### src/rtl/vga_must_pkg.sv
// Shared timing constants and RGB565 layout for the VGA controller slice.
package vga_must_pkg;

    localparam int unsigned VGA_H_SYNC   = 96;
    localparam int unsigned VGA_H_BACK   = 48;
    localparam int unsigned VGA_H_ACTIVE = 640;
    localparam int unsigned VGA_H_FRONT  = 16;
    localparam int unsigned VGA_V_SYNC   = 2;
    localparam int unsigned VGA_V_BACK   = 33;
    localparam int unsigned VGA_V_ACTIVE = 480;
    localparam int unsigned VGA_V_FRONT  = 10;

    localparam int unsigned VGA_H_TOTAL = VGA_H_SYNC + VGA_H_BACK + VGA_H_ACTIVE + VGA_H_FRONT;
    localparam int unsigned VGA_V_TOTAL = VGA_V_SYNC + VGA_V_BACK + VGA_V_ACTIVE + VGA_V_FRONT;
    localparam int unsigned VGA_H_START = VGA_H_SYNC + VGA_H_BACK;
    localparam int unsigned VGA_V_START = VGA_V_SYNC + VGA_V_BACK;

    localparam int unsigned PIX_X_W = 10;
    localparam int unsigned PIX_Y_W = 9;

    localparam int unsigned R_W   = 5;
    localparam int unsigned G_W   = 6;
    localparam int unsigned B_W   = 5;
    localparam int unsigned RGB_W = R_W + G_W + B_W;
    localparam int unsigned R_LSB = G_W + B_W;
    localparam int unsigned G_LSB = B_W;
    localparam int unsigned B_LSB = 0;

    function automatic logic [RGB_W-1:0] rgb565_pack(input logic [R_W-1:0] r,
                                                     input logic [G_W-1:0] g,
                                                     input logic [B_W-1:0] b);
        logic [RGB_W-1:0] p;
        p = '0;
        p[R_LSB +: R_W] = r;
        p[G_LSB +: G_W] = g;
        p[B_LSB +: B_W] = b;
        return p;
    endfunction

endpackage

### src/rtl/vga_ctrl_must_if.sv
// Picture-source request/response and display-side signals of the VGA controller.
interface vga_ctrl_must_if;
    import vga_must_pkg::*;

    logic [RGB_W-1:0]   pix_data;
    logic [PIX_X_W-1:0] pix_x;
    logic [PIX_Y_W-1:0] pix_y;
    logic               pix_req;
    logic               hsync;
    logic               vsync;
    logic               de;
    logic [RGB_W-1:0]   rgb;
    logic               frame_start;

    modport master (
        input  pix_data,
        output pix_x, pix_y, pix_req, hsync, vsync, de, rgb, frame_start
    );

    modport slave (
        output pix_data,
        input  pix_x, pix_y, pix_req, hsync, vsync, de, rgb, frame_start
    );

endinterface

### src/rtl/vga_timing_cnt_must.sv
// Horizontal/vertical raster counters; v_cnt advances only on the h_cnt wrap.
module vga_timing_cnt_must #(
    parameter int unsigned H_TOTAL = 800,
    parameter int unsigned V_TOTAL = 525,
    parameter int unsigned HW      = $clog2(H_TOTAL),
    parameter int unsigned VW      = $clog2(V_TOTAL)
) (
    input  logic          clk,
    input  logic          rst,
    output logic [HW-1:0] h_cnt,
    output logic [VW-1:0] v_cnt,
    output logic          line_end
);

    localparam logic [HW-1:0] H_LAST = HW'(H_TOTAL - 1);
    localparam logic [VW-1:0] V_LAST = VW'(V_TOTAL - 1);

    assign line_end = (h_cnt == H_LAST);

    always_ff @(posedge clk or posedge rst) begin
        if (rst) begin
            h_cnt <= '0;
            v_cnt <= '0;
        end else if (line_end) begin
            h_cnt <= '0;
            v_cnt <= (v_cnt == V_LAST) ? '0 : v_cnt + VW'(1);
        end else begin
            h_cnt <= h_cnt + HW'(1);
        end
    end

endmodule

### src/rtl/vga_ctrl_must.sv
// VGA timing generator and pixel fetcher: issues pix_x/pix_y ahead of the visible
// window by PIX_LAT clocks and registers sync, data-enable and rgb in one aligned stage.
module vga_ctrl_must #(
    parameter int unsigned H_SYNC   = vga_must_pkg::VGA_H_SYNC,
    parameter int unsigned H_BACK   = vga_must_pkg::VGA_H_BACK,
    parameter int unsigned H_ACTIVE = vga_must_pkg::VGA_H_ACTIVE,
    parameter int unsigned H_FRONT  = vga_must_pkg::VGA_H_FRONT,
    parameter int unsigned V_SYNC   = vga_must_pkg::VGA_V_SYNC,
    parameter int unsigned V_BACK   = vga_must_pkg::VGA_V_BACK,
    parameter int unsigned V_ACTIVE = vga_must_pkg::VGA_V_ACTIVE,
    parameter int unsigned V_FRONT  = vga_must_pkg::VGA_V_FRONT,
    parameter int unsigned PIX_LAT  = 1
) (
    input  logic            vga_clk,
    input  logic            sys_rst,
    vga_ctrl_must_if.master vga
);
    import vga_must_pkg::*;

    localparam int unsigned H_TOTAL = H_SYNC + H_BACK + H_ACTIVE + H_FRONT;
    localparam int unsigned V_TOTAL = V_SYNC + V_BACK + V_ACTIVE + V_FRONT;
    localparam int unsigned H_START = H_SYNC + H_BACK;
    localparam int unsigned V_START = V_SYNC + V_BACK;
    localparam int unsigned HW      = $clog2(H_TOTAL);
    localparam int unsigned VW      = $clog2(V_TOTAL);

    // The request must stay inside the back porch so it never spills into the previous line.
    if (PIX_LAT < 1 || PIX_LAT > H_BACK) begin : g_pix_lat_range
        $error("vga_ctrl_must: PIX_LAT must be in 1..H_BACK");
    end

    localparam logic [HW-1:0] REQ_H_LO = HW'(H_START - PIX_LAT);
    localparam logic [HW-1:0] REQ_H_HI = HW'(H_START + H_ACTIVE - PIX_LAT);
    localparam logic [HW-1:0] ACT_H_LO = HW'(H_START);
    localparam logic [HW-1:0] ACT_H_HI = HW'(H_START + H_ACTIVE);
    localparam logic [HW-1:0] HS_END   = HW'(H_SYNC);
    localparam logic [VW-1:0] ACT_V_LO = VW'(V_START);
    localparam logic [VW-1:0] ACT_V_HI = VW'(V_START + V_ACTIVE);
    localparam logic [VW-1:0] VS_END   = VW'(V_SYNC);
    localparam logic [VW-1:0] V_LAST   = VW'(V_TOTAL - 1);

    logic [HW-1:0] h_cnt;
    logic [VW-1:0] v_cnt;
    logic          line_end;

    vga_timing_cnt_must #(
        .H_TOTAL (H_TOTAL),
        .V_TOTAL (V_TOTAL),
        .HW      (HW),
        .VW      (VW)
    ) u_cnt (
        .clk      (vga_clk),
        .rst      (sys_rst),
        .h_cnt    (h_cnt),
        .v_cnt    (v_cnt),
        .line_end (line_end)
    );

    logic          v_in;
    logic          req;
    logic          active;
    logic [HW-1:0] x_off;
    logic [VW-1:0] y_off;

    always_comb begin
        v_in   = (v_cnt >= ACT_V_LO) && (v_cnt < ACT_V_HI);
        req    = v_in && (h_cnt >= REQ_H_LO) && (h_cnt < REQ_H_HI);
        active = v_in && (h_cnt >= ACT_H_LO) && (h_cnt < ACT_H_HI);
        x_off  = h_cnt - REQ_H_LO;
        y_off  = v_cnt - ACT_V_LO;
    end

    assign vga.pix_req = req;
    assign vga.pix_x   = req ? PIX_X_W'(x_off) : '0;
    assign vga.pix_y   = req ? PIX_Y_W'(y_off) : '0;

    logic             hsync_q;
    logic             vsync_q;
    logic             de_q;
    logic [RGB_W-1:0] rgb_q;
    logic             frame_start_q;
    // Set exactly when the counters sit at (0,0), avoiding a full-width compare.
    logic             origin_q;

    always_ff @(posedge vga_clk or posedge sys_rst) begin
        if (sys_rst) begin
            hsync_q       <= 1'b1;
            vsync_q       <= 1'b1;
            de_q          <= 1'b0;
            rgb_q         <= '0;
            frame_start_q <= 1'b0;
            origin_q      <= 1'b1;
        end else begin
            hsync_q       <= ~(h_cnt < HS_END);
            vsync_q       <= ~(v_cnt < VS_END);
            de_q          <= active;
            rgb_q         <= active ? vga.pix_data : '0;
            frame_start_q <= origin_q;
            origin_q      <= line_end && (v_cnt == V_LAST);
        end
    end

    assign vga.hsync       = hsync_q;
    assign vga.vsync       = vsync_q;
    assign vga.de          = de_q;
    assign vga.rgb         = rgb_q;
    assign vga.frame_start = frame_start_q;

endmodule

### src/flat_wrapper.sv
// flat-port wrapper written by rule: the top's interface ports become plain ports
module vga_ctrl_must_flat import vga_must_pkg::*;
#(
    parameter int unsigned H_SYNC   = vga_must_pkg::VGA_H_SYNC,
    parameter int unsigned H_BACK   = vga_must_pkg::VGA_H_BACK,
    parameter int unsigned H_ACTIVE = vga_must_pkg::VGA_H_ACTIVE,
    parameter int unsigned H_FRONT  = vga_must_pkg::VGA_H_FRONT,
    parameter int unsigned V_SYNC   = vga_must_pkg::VGA_V_SYNC,
    parameter int unsigned V_BACK   = vga_must_pkg::VGA_V_BACK,
    parameter int unsigned V_ACTIVE = vga_must_pkg::VGA_V_ACTIVE,
    parameter int unsigned V_FRONT  = vga_must_pkg::VGA_V_FRONT,
    parameter int unsigned PIX_LAT  = 1
)
  (vga_clk, sys_rst, vga_pix_data, vga_pix_x, vga_pix_y, vga_pix_req, vga_hsync, vga_vsync, vga_de, vga_rgb, vga_frame_start);
  vga_ctrl_must_if vga_i ();
  input  logic vga_clk;
  input  logic sys_rst;
  input wire logic [$bits(vga_i.pix_data)-1:0] vga_pix_data;
  output wire logic [$bits(vga_i.pix_x)-1:0] vga_pix_x;
  output wire logic [$bits(vga_i.pix_y)-1:0] vga_pix_y;
  output wire logic [$bits(vga_i.pix_req)-1:0] vga_pix_req;
  output wire logic [$bits(vga_i.hsync)-1:0] vga_hsync;
  output wire logic [$bits(vga_i.vsync)-1:0] vga_vsync;
  output wire logic [$bits(vga_i.de)-1:0] vga_de;
  output wire logic [$bits(vga_i.rgb)-1:0] vga_rgb;
  output wire logic [$bits(vga_i.frame_start)-1:0] vga_frame_start;
  assign vga_i.pix_data = vga_pix_data;
  assign vga_pix_x = vga_i.pix_x;
  assign vga_pix_y = vga_i.pix_y;
  assign vga_pix_req = vga_i.pix_req;
  assign vga_hsync = vga_i.hsync;
  assign vga_vsync = vga_i.vsync;
  assign vga_de = vga_i.de;
  assign vga_rgb = vga_i.rgb;
  assign vga_frame_start = vga_i.frame_start;
  vga_ctrl_must #(.H_SYNC(H_SYNC), .H_BACK(H_BACK), .H_ACTIVE(H_ACTIVE), .H_FRONT(H_FRONT), .V_SYNC(V_SYNC), .V_BACK(V_BACK), .V_ACTIVE(V_ACTIVE), .V_FRONT(V_FRONT), .PIX_LAT(PIX_LAT)) u_core (.vga_clk(vga_clk), .sys_rst(sys_rst), .vga(vga_i));
endmodule
### config.mk
export PLATFORM = sky130hd
export DESIGN_NAME = vga_ctrl_must_flat
export DESIGN_NICKNAME = d
export VERILOG_FILES = /design/src/rtl/vga_must_pkg.sv /design/src/rtl/vga_ctrl_must_if.sv /design/src/rtl/vga_timing_cnt_must.sv /design/src/rtl/vga_ctrl_must.sv /design/src/flat_wrapper.sv
export SDC_FILE = /design/constraint.sdc
export NUM_CORES = 1
export LEC_CHECK = 0
export CORE_MARGIN = 1.5
export CORE_UTILIZATION = 60
export CTS_CLUSTER_DIAMETER = 30
export DETAILED_ROUTE_END_ITERATION = 7
export DONT_BUFFER_PORTS = 1
export GPL_TIMING_DRIVEN = 0
export PLACE_DENSITY = 0.82
export SYNTH_ARGS = -nofsm -noshare
export SYNTH_HDL_FRONTEND = slang
export SYNTH_SLANG_ARGS = --single-unit
### constraint.sdc
create_clock -name vga_clk -period 3.4 [get_ports vga_clk]
set_clock_uncertainty 0.1 [all_clocks]
set_input_delay 0.51 -clock vga_clk [delete_from_list [all_inputs] [get_ports vga_clk]]
set_output_delay 0.51 -clock vga_clk [all_outputs]
set_load 0.05 [all_outputs]
==> reports/summary.md, run 1 <==
- **critical path fanouts, max** 10
- **number of detailed-route iterations in the first pass** 4
- **full die area** 0.00401 mm2
- **area used by multi-input combinational logic** 0.00123 mm2
- **register share of total power** 60.1%
- **number of global-route vias before repair** 1620
- **dominant register cell in the synthesized netlist** dfrtp_1
- **Power per Cell Area** 319 mW/mm2
- **# hold bufs at CTS** 0
- **net switching component of the power** 0.167 mW
- **number of vias per cell** 6.05
- **GPL Wtd Cong** 0.871
- **Layout Nets** 253
- **largest stage delay on the critical path** 730 ps
- **Final Hold Slack** 83.5 ps
- **starting density of the core** 63.9%
- **number of enable flip-flop cells after synthesis** 0
- **summed negative setup slack over all endpoints** 0 ps
- **x dimension of the die** 63.3 um
- **Internal Pwr Total** 0.645 mW
- **Tot Pwr** 0.812 mW
- **Syn. warnings** 0
- **final routed wirelength across all metal layers** 4.73 mm
- **leading post-synthesis cells by cell area** dfrtp_1 (44%), and2_1 (5.4%), xnor2_1 (5.2%)
- **number of buffers on the longest clock path** 2
- **worst path required time** 2790 ps
- **peak supply drop** 0.266 mV
- **share of the yosys chip area belonging to registers** 47.2%
- **area grow syn2layout** 16.4%
- **ports placed on the boundary** 58
- **measured slew at the worst slew-check pin** 804 ps
- **first-pass GRT wire length** 7.72 mm
- **Reg-to-Reg End** u_core.u_cnt.h_cnt[9]$_DFF_PP0_
- **final hold violation count** 0
- **area share of the largest cell type after synthesis** 43.6%
- **setup repair after global routing missed its margin** false
- **number of instances in the synthesized netlist** 223
- **worst-case headroom to the max-slew limit** 46.3%
- **clock period minus worst slack** 3230 ps
- **Max Slew Vio Count** 0
- **antenna violations before repair** 0
- **type of destination of the critical path** output port
- **largest net degree at the start of global routing** 42
- **setup-violating endpoint count in the final report** 0
- **filler cell count in the final layout** 235
- **number of buffers created by CTS** 5
- **depth of the critical timing path with buffers and inverters included** 6
- **buffering stage count on the worst path with inverters included** 2
- **portion of total power attributed to the clock network** 38.8%
- **cell with the most instances after synthesis** dfrtp_1
- **Storage cell area** 0.00103 mm2
- **critical path class** flip-flop to output port
- **highest attainable clock frequency** 0.310 GHz
- **PortBufs** 0
- **Via Count** 1682
- **cell-by-cell listing of the critical path** clkbuf_1, nor4_1, a21oi_1, o21bai_1, buf_2, nor4_4
- **placeable core region** 0.00342 mm2
- **Hold/Removal Path Class** primary input to asynchronous set/reset pin
- **slowest stage cell on the critical path** nor4_4
- **post-synthesis register bit count** 41
- **proportion of power drawn by combinational gates** 1.1%
- **net count after synthesis** 245
- **ratio of cells with drive above 1 in the final layout** 22.0%
- **number of remaining DRC errors** 0
- **post-DP HPWL** 3.13 mm
- **synthesized area** 0.00218 mm2
- **Clock Latency Late Sink** 350 ps
- **y dimension of the die** 63.3 um
- **commonest cells in the synthesized netlist** dfrtp_1 (38), and2_1 (19), nor3_1 (18)
- **Top Family by Delay on Critical Path** simple AND/OR/NAND/NOR gates
- **register-to-register path setup slack** 1150 ps
- **result of the run** finished, final reports clean
- **leakage power figure** 1.17 nW
- **share of the cycle needed by the critical path after routing** 95.0%
- **# clock sinks** 41
- **CTS tree** done
- **total inserted antenna cells** 0
- **DRC marker count from the first detailed-route iteration** 132
- **library cell used as clock root buffer** clkbuf_4
- **count of cell types in the netlist** 43
- **number of violations of the max-capacitance limit** 0
- **combined global-route utilization of all metal layers** 24.9%
- **cell accounting for the most synthesized area** dfrtp_1
- **worst reg-to-reg path cell count** 7
- **fraction of registers with async set/reset** 100%
- **Clock Pin Slew Worst Setup and Hold Paths** 120 ps
- **share of total power consumed by net switching** 20.6%
- **WL per Instance** 17.0 um
- **row count** 21
- **final global-route overflow total** 0
- **data arrival time of the critical path** 2620 ps
- **Placed Cells incl. Taps** 271
- **synthesized area divided by synthesized cell count** 9.79 um2
- **reg-to-reg startpoint** u_core.u_cnt.h_cnt[0]$_DFF_PP0_
- **post-CTS setup buffer count** 0
- **crit path launch type** flip-flop
- **Final Instance Count excl. Fillers** 278
- **number of nets with antenna violations after detailed routing** 0
- **H-tree depth reported by CTS** 2
-- cell type report --
type | count | share of cell area [%]
Buffer | 19 | 3.84
Clock buffer | 6 | 1.62
Clock inverter | 2 | 1.53
Inverter | 7 | 1.03
Multi-Input combinational cell | 155 | 48.6
Sequential cell | 41 | 40.6
Tap cell | 46 | 2.26
Timing Repair Buffer | 2 | 0.591
-- cells by family (layout without fill, tap and decap cells) --
| logic type | Yosys count | count (layout) | share of synthesized area [%] |
|---|---|---|---|
| AND/OR/NAND/NOR | 100 | 100 | 27.0 |
| multiplexers | 1 | 1 | 0.516 |
| buffers and inverters | 27 | 36 | 5.85 |
| XOR/XNOR | 17 | 17 | 6.82 |
| AO/OA/AOI/OAI | 33 | 33 | 10.4 |
| flip-flops | 41 | 41 | 47.2 |
| adder cells (fa/ha/maj) | 4 | 4 | 2.29 |
-- sequential cells by signal (all words and copies together) (netlist names) --
register,flops
u_core.u_cnt.h_cnt,10
u_core.vga.vsync,1
u_core.vga.rgb,16
u_core.u_cnt.v_cnt,10
u_core.vga.frame_start,1
u_core.vga.de,1
u_core.origin_q,1
u_core.vga.hsync,1
-- through the flow --
stage	utilization, %	cell area [um2]	setup slack (ps)
final	74.4	2540	171
after CTS	72.5	2480	-175
after global routing	74.4	2540	52.9
after floorplan	-	2180	76.6
after global placement	65.6	2240	-243
after detailed placement	66.9	2290	-186
-- timing repair --
item                                    4_1_cts  5_1_grt
resized for setup                            19       12
endpoints found under the setup margin       18       20
cloned                                        0        0
pin swaps                                     1        1
-- routing by layer --
layer	routed length, um	track usage, %	vias up
met5	0	0	-
met4	55	9.24	0
met3	261	6.25	8
met2	2510	42.0	66
met1	1910	31.0	819
li1	-	-	789
-- worst max path at each step --
stage | start | endpoint | slack, ps
6_report | u_core.u_cnt.h_cnt[6]$_DFF_PP0_ | vga_pix_x[7] | 170
3_3_place_gp | u_core.u_cnt.v_cnt[0]$_DFFE_PP0N_ | vga_pix_y[8] | -240
5_1_grt | u_core.u_cnt.h_cnt[6]$_DFF_PP0_ | vga_pix_x[7] | 50
2_1_floorplan | u_core.u_cnt.v_cnt[0]$_DFFE_PP0N_ | vga_pix_y[8] | 80
4_1_cts | u_core.u_cnt.v_cnt[0]$_DFFE_PP0N_ | vga_pix_y[0] | -180
3_5_place_dp | u_core.u_cnt.v_cnt[0]$_DFFE_PP0N_ | vga_pix_x[3] | -190
-- power by group through the flow --
| stage | Clock, mW | Sequential, mW | Combinational [mW] |
|---|---|---|---|
| after floorplan | 0 | 0.497 | 0.00727 |
| after global placement | 0 | 0.497 | 0.00944 |
| after detailed placement | 0 | 0.497 | 0.00973 |
| after CTS | 0.316 | 0.488 | 0.00971 |
| after global routing | 0.343 | 0.488 | 0.0112 |
| final | 0.315 | 0.488 | 0.00883 |
-- cells in the final DEF, fill, tap and decap left out, types with 2 or more instances in the layout --
cell / netlist / final
and3_1: 3 / 3
xnor2_1: 13 / 13
nor3_4: 0 / 10
nand2_1: 11 / 11
o31a_1: 2 / 2
inv_1: 7 / 6
clkbuf_1: 9 / 9
nor2b_1: 2 / 2
nand4_1: 4 / 4
buf_6: 2 / 2
buf_4: 0 / 2
or3_1: 2 / 2
clkbuf_4: 0 / 5
ha_1: 4 / 3
dfrtp_1: 38 / 37
o21a_1: 2 / 2
nor3_1: 18 / 8
nand3_1: 11 / 11
o21ai_0: 10 / 10
a31oi_1: 4 / 4
xor2_1: 4 / 4
a21oi_1: 5 / 5
buf_2: 8 / 8
nor3b_4: 0 / 4
and2_1: 19 / 19
nor2_1: 11 / 10
a211oi_4: 0 / 2
nor4_4: 1 / 2
and4_1: 8 / 8
dfstp_2: 3 / 3
(Power assumes the default switching activity.)
==> run 2, diff against run 1 <==
--- a/config.mk
+++ b/config.mk
@@ -7,10 +7,10 @@
 export LEC_CHECK = 0
 export CORE_MARGIN = 1.5
-export CORE_UTILIZATION = 60
+export CORE_UTILIZATION = 56
 export CTS_CLUSTER_DIAMETER = 30
 export DETAILED_ROUTE_END_ITERATION = 7
 export DONT_BUFFER_PORTS = 1
 export GPL_TIMING_DRIVEN = 0
-export PLACE_DENSITY = 0.82
+export PLACE_DENSITY = 0.8
 export SYNTH_ARGS = -nofsm -noshare
 export SYNTH_HDL_FRONTEND = slang
==> constraint.sdc (replaced) <==
create_clock -name vga_clk -period 2.79 [get_ports vga_clk]
set_clock_uncertainty 0.1 [all_clocks]
set_input_delay 0.4185 -clock vga_clk [delete_from_list [all_inputs] [get_ports vga_clk]]
set_output_delay 0.4185 -clock vga_clk [all_outputs]
set_load 0.1 [all_outputs]
==> run 2 against run 1 <==
The flow now finishes with violations (setup timing). Total power up 20%. Final area grew 11%. Hold slack lost 19 ps. Sequential power grew 22%. Via count is 6.1% higher. Wire length increased by 7.3%. Setup slack lost 580 ps. Cell count is 4.3% higher. Core utilization is 1.4 points higher. Register-to-register slack got worse by 430 ps. Die area is 6.8% higher. Sequential cell count stayed put. Critical path type unchanged. Critical endpoint is now vga_pix_x[9]. Largest cell class unchanged. Highest routed layer unchanged.
==> reports/summary.md, run 2 (synthesized netlist as in run 1, its figures left out) <==
- **result of the run** finished, violations left
- **failing checks** setup timing
- **library cell used as clock root buffer** clkbuf_8
- **starting density of the core** 58.8%
- **area of all placed cells without fillers** 0.00282 mm2
- **final hold violation count** 0
- **highest attainable clock frequency** 0.313 GHz
- **most common cell after layout, fill and taps aside** dfrtp_1
- **slowest stage cell on the critical path** a211oi_4
- **Max Slew Vio Count** 0
- **Placed Cells incl. Taps** 271
- **CTS tree** done
- **number of remaining DRC errors** 0
- **clock period minus worst slack** 3200 ps
- **final global-route overflow total** 0
- **share of the cycle needed by the critical path after routing** 115%
- **most frequent cells in the layout** dfrtp_1 (30), and2_1 (18), buf_4 (14), xnor2_1 (12), nor3_4 (12)
- **Hold/Removal Path Class** primary input to asynchronous set/reset pin
- **number of global-route vias before repair** 1636
- **ratio of cells with drive above 1 in the final layout** 33.9%
- **# clock sinks** 41
- **combined global-route utilization of all metal layers** 24.2%
- **data arrival time of the critical path** 2680 ps
- **final routed wirelength across all metal layers** 5.08 mm
- **setup repair after global routing missed its margin** true
- **crit path launch type** flip-flop
- **GPL Wtd Cong** 0.891
- **DRC marker count from the first detailed-route iteration** 115
- **critical path fanouts, max** 6
- **filler cell count in the final layout** 230
- **type of destination of the critical path** output port
- **# hold bufs at CTS** 0
- **antenna violations before repair** 0
- **Final Instance Count excl. Fillers** 290
- **number of detailed-route iterations in the first pass** 4
- **Power per Cell Area** 347 mW/mm2
- **measured slew at the worst slew-check pin** 1350 ps
- **ports placed on the boundary** 58
- **max reg flops** 16
- **y dimension of the die** 65.4 um
- **Final Hold Slack** 64.1 ps
- **largest net degree at the start of global routing** 42
- **setup-violating endpoint count in the final report** 20
- **WL per Instance** 17.5 um
- **Top Family by Delay on Critical Path** compound AO/OA/AOI/OAI gates
- **number of violations of the max-capacitance limit** 0
- **x dimension of the die** 65.4 um
- **first-pass GRT wire length** 7.78 mm
- **Post-Place Setup Slack** -260 ps
- **summed negative setup slack over all endpoints** -5030 ps
- **number of buffers created by CTS** 5
- **PortBufs** 0
- **leakage power figure** 1.25 nW
- **cell-by-cell listing of the critical path** buf_6, or3_4, o21a_4, or3_4, a211oi_4
- **Layout Nets** 263
- **number of nets with antenna violations after detailed routing** 0
- **area grow syn2layout** 29.1%
- **buffering stage count on the worst path with inverters included** 1
- **full die area** 0.00428 mm2
- **total inserted antenna cells** 0
- **largest stage delay on the critical path** 920 ps
- **H-tree depth reported by CTS** 2
- **peak supply drop** 0.366 mV
- **placeable core region** 0.00372 mm2
- **row count** 22
- **number of vias per cell** 6.15
- **min setup slack post-route** -410 ps
- **Tot Pwr** 0.978 mW
- **most prevalent standard cell on the critical path** or3_4
- **Finished Core Util** 75.9%
- **Clock Latency Late Sink** 290 ps
- **Post-DP Area** 0.00252 mm2
- **number of buffers on the longest clock path** 2
- **Via Count** 1784
- **worst-case headroom to the max-slew limit** 9.45%
- **worst path required time** 2270 ps
- **Clock Pin Slew Worst Setup and Hold Paths** 80 ps
- **post-DP HPWL** 3.29 mm
- **critical path class** flip-flop to output port
run 2: cell types whose count changed in the layout (fill, tap and decap cells not counted), moves of 4 or more:
cell,before,now
clkbuf_8,0,5
buf_4,2,14
buf_6,2,6
dfrtp_2,1,8
dfrtp_1,37,30
clkbuf_1,9,5
buf_2,8,3
clkbuf_4,5,0
run 2: report_power, final:
group          total (mW)  switching, mW  leakage (nW)  internal (mW)
clock               0.373          0.197        0.0374          0.176
combinational      0.0108         0.0105         0.680       0.000342
sequential          0.594              0         0.536          0.594
run 2: layout make-up:
cell class,instances,area (um2),area share (%)
Inverter,7,26.3,0.932
Multi-Input combinational cell,155,1330,47.3
Clock inverter,2,15.0,0.533
Sequential cell,41,1040,36.9
Buffer,15,131,4.66
Clock buffer,6,72.6,2.57
Tap cell,48,60.1,2.13
Timing Repair Buffer,16,141,5.02
run 2: what timing repair did:
action / CTS / global route
buffers inserted: 6 / 9
pin swaps: 13 / 11
setup endpoints to repair: 20 / 20
cloned: 0 / 1
gates resized for setup: 7 / 20
run 2: metal layers:
| metal | global-route usage [%] | vias up | part of all wire, % | routed length [um] |
|---|---|---|---|---|
| met5 | 0 | - | 0 | 0 |
| met3 | 6.68 | 13 | 8.3 | 422 |
| met4 | 7.81 | 0 | 2.5 | 127 |
| met1 | 32.6 | 852 | 41 | 2100 |
| met2 | 38.1 | 111 | 48 | 2430 |
| li1 | - | 808 | - | - |
run 2: path summary, 6_finish.rpt:
kind | startpoint | cells past startpoint | endpoint | slack, ps
setup reg to reg | u_core.u_cnt.h_cnt[0]$_DFF_PP0_ | 6 | u_core.u_cnt.v_cnt[4]$_DFFE_PP0N_ | 720
hold / removal | sys_rst | 1 | u_core.u_cnt.v_cnt[3]$_DFFE_PP0N_ | 60
min in group vga_clk | vga_pix_data[14] | 1 | u_core.vga.rgb[14]$_DFF_PP0_ | 150
hold reg to reg | u_core.origin_q$_DFF_PP1_ | 0 | u_core.vga.frame_start$_DFF_PP0_ | 300
setup / recovery | u_core.u_cnt.h_cnt[5]$_DFF_PP0_ | 5 | vga_pix_x[9] | -410
max in group asynchronous | sys_rst | 1 | u_core.u_cnt.h_cnt[2]$_DFF_PP0_ | 1970
==> run 3, diff against run 2 <==
CORE_UTILIZATION = 59   (was 56)
CTS_BUF_LIST = sky130_fd_sc_hd__clkbuf_4 sky130_fd_sc_hd__clkbuf_8   (was default)
PLACE_DENSITY = 0.81   (was 0.8)
==> run 3 against run 2 <==
The run still ends with setup timing left. Core utilization grew 7.1 points. Critical endpoint is now vga_pix_x[2]. Total power grew 12%. Clock power grew 32%. Global-route usage grew 5.8 points. Register-to-register slack lost 90 ps. Clock-buffer cell count is the same. Sequential cell count is the same. Wire length grew 20%. Combinational power is essentially flat. Critical path depth grew 2. Hold slack lost 2.2 ps. Via count grew 5.9%.
==> reports/summary.md, run 3 (synthesized netlist as in run 1, its figures left out) <==
- **# clock sinks** 41
- **H-tree depth reported by CTS** 2
- **Clock Pin Slew Worst Setup and Hold Paths** 80 ps
- **GPL Wtd Cong** 0.843
- **max reg flops** 16
- **number of detailed-route iterations in the first pass** 4
- **share of the cycle needed by the critical path after routing** 114%
- **filler cell count in the final layout** 175
- **full die area** 0.00407 mm2
- **area grow syn2layout** 30.7%
- **net switching component of the power** 0.225 mW
- **Hold/Removal Path Class** primary input to asynchronous set/reset pin
- **peak supply drop** 0.400 mV
- **row count** 21
- **number of buffers on the longest clock path** 2
- **largest net degree at the start of global routing** 42
- **Internal Pwr Total** 0.872 mW
- **highest attainable clock frequency** 0.313 GHz
- **number of global-route vias before repair** 1870
- **failing checks** setup timing
- **final routed wirelength across all metal layers** 6.11 mm
- **ports placed on the boundary** 58
- **final global-route overflow total** 0
- **post-DP HPWL** 3.45 mm
- **CTS tree** done
- **register share of total power** 54.1%
- **final hold violation count** 0
- **Storage cell area** 0.00104 mm2
- **PortBufs** 0
- **ratio of cells with drive above 1 in the final layout** 34.7%
- **number of vias per cell** 6.56
- **crit path launch type** flip-flop
- **Final Hold Slack** 61.9 ps
- **clock period minus worst slack** 3190 ps
- **placeable core region** 0.00344 mm2
- **measured slew at the worst slew-check pin** 1330 ps
- **Post-DP Area** 0.00252 mm2
- **DRC marker count from the first detailed-route iteration** 218
- **setup-violating endpoint count in the final report** 19
- **leakage power figure** 1.29 nW
- **number of remaining DRC errors** 0
- **setup repair after global routing missed its margin** true
- **share of total power consumed by net switching** 20.5%
- **worst-case headroom to the max-slew limit** 10.9%
- **min setup slack post-route** -402 ps
- **Layout Nets** 263
- **most frequent cells in the layout** dfrtp_1 (32), and2_1 (18), buf_4 (16), xnor2_1 (13), nor3_4 (12)
- **total inserted antenna cells** 0
- **# hold bufs at CTS** 0
- **antenna violations before repair** 0
- **portion of total power attributed to the clock network** 44.9%
- **worst path required time** 2270 ps
- **result of the run** finished, violations left
- **critical path fanouts, max** 7
- **area used by multi-input combinational logic** 0.00136 mm2
- **library cell used as clock root buffer** clkbuf_8
- **starting density of the core** 63.4%
- **Post-Place Setup Slack** -259 ps
- **type of destination of the critical path** output port
- **combined global-route utilization of all metal layers** 30.0%
- **WL per Instance** 21.2 um
- **x dimension of the die** 63.8 um
- **Power per Cell Area** 384 mW/mm2
- **area of all placed cells without fillers** 0.00285 mm2
- **Max Slew Vio Count** 0
- **first-pass GRT wire length** 9.25 mm
- **number of buffers created by CTS** 5
- **number of nets with antenna violations after detailed routing** 0
- **Via Count** 1890
- **data arrival time of the critical path** 2670 ps
- **number of violations of the max-capacitance limit** 0
- **Tot Pwr** 1.10 mW
- **Clock Latency Late Sink** 300 ps
- **critical path class** flip-flop to output port
- **proportion of power drawn by combinational gates** 1.0%
- **most common cell after layout, fill and taps aside** dfrtp_1
- **y dimension of the die** 63.8 um
==> run 3: cell types whose count changed in the layout (fill, tap and decap cells not counted), sizes merged <==
cell,previous run,this run
clkinvlp,2,0
clkbuf,12,10
buf,25,27
bufinv,0,1
clkinv,0,1
==> run 3: cell type report <==
cell class | count | share of cell area, %
clock inverter | 2 | 1.36
multi-input combinational | 155 | 47.5
buffer | 11 | 2.76
tap | 46 | 2.02
inverter | 7 | 0.921
timing repair buffer | 20 | 6.40
clock buffer | 6 | 2.67
sequential | 41 | 36.3
==> run 3: through the flow <==
stage	util (%)	TNS (ps)	cells
after floorplan	-	-301	223
after global placement	73.2	-2180	269
after detailed placement	73.2	-2800	269
after CTS	81.8	-6060	288
after global routing	82.9	-7040	288
final	82.9	-6120	288
==> run 3: final timing paths <==
kind / from / end / slack (ps) / cells past startpoint
worst max-delay path: u_core.u_cnt.v_cnt[1]$_DFFE_PP0N_ / vga_pix_x[2] / -400 / 7
worst min-delay path: sys_rst / u_core.u_cnt.v_cnt[1]$_DFFE_PP0N_ / 60 / 1
worst max register to register: u_core.u_cnt.v_cnt[1]$_DFFE_PP0N_ / u_core.vga.rgb[12]$_DFF_PP0_ / 630 / 8
worst min register to register: u_core.origin_q$_DFF_PP1_ / u_core.vga.frame_start$_DFF_PP0_ / 300 / 0
max in group asynchronous: sys_rst / u_core.u_cnt.h_cnt[7]$_DFF_PP0_ / 1960 / 1
min in group vga_clk: vga_pix_data[10] / u_core.vga.rgb[10]$_DFF_PP0_ / 140 / 1
==> run 3: worst max-delay path, stage by stage (launching register included) <==
cell	delay, ps
dfrtp_1	440
ha_4	210
nor4_4	280
nand3_2	130
and2_4	180
buf_12	130
buf_12	140
nor3b_4	860
==> run 3: timing repair <==
action	4_1_cts	5_1_grt
setup buffers	15	5
pin swaps	18	17
gates resized for setup	18	14
endpoints found under the setup margin	20	20
==> run 3: layer usage <==
metal  vias to the layer above  part of all wire (%)  track usage [%]
met5                         -                     0                0
met4                         0                   3.5             12.5
met3                        23                   9.0             7.22
met2                       132                    48             47.4
met1                       925                    39             39.7
li1                        810                     -                -
==> run 3: power groups by stage <==
stage	Sequential (mW)	Combinational (mW)	Clock, mW
6_report	0.594	0.0111	0.492
3_3_place_gp	0.606	0.0114	0
3_5_place_dp	0.606	0.0119	0
5_1_grt	0.594	0.0135	0.514
4_1_cts	0.594	0.0118	0.492
2_1_floorplan	0.606	0.00886	0
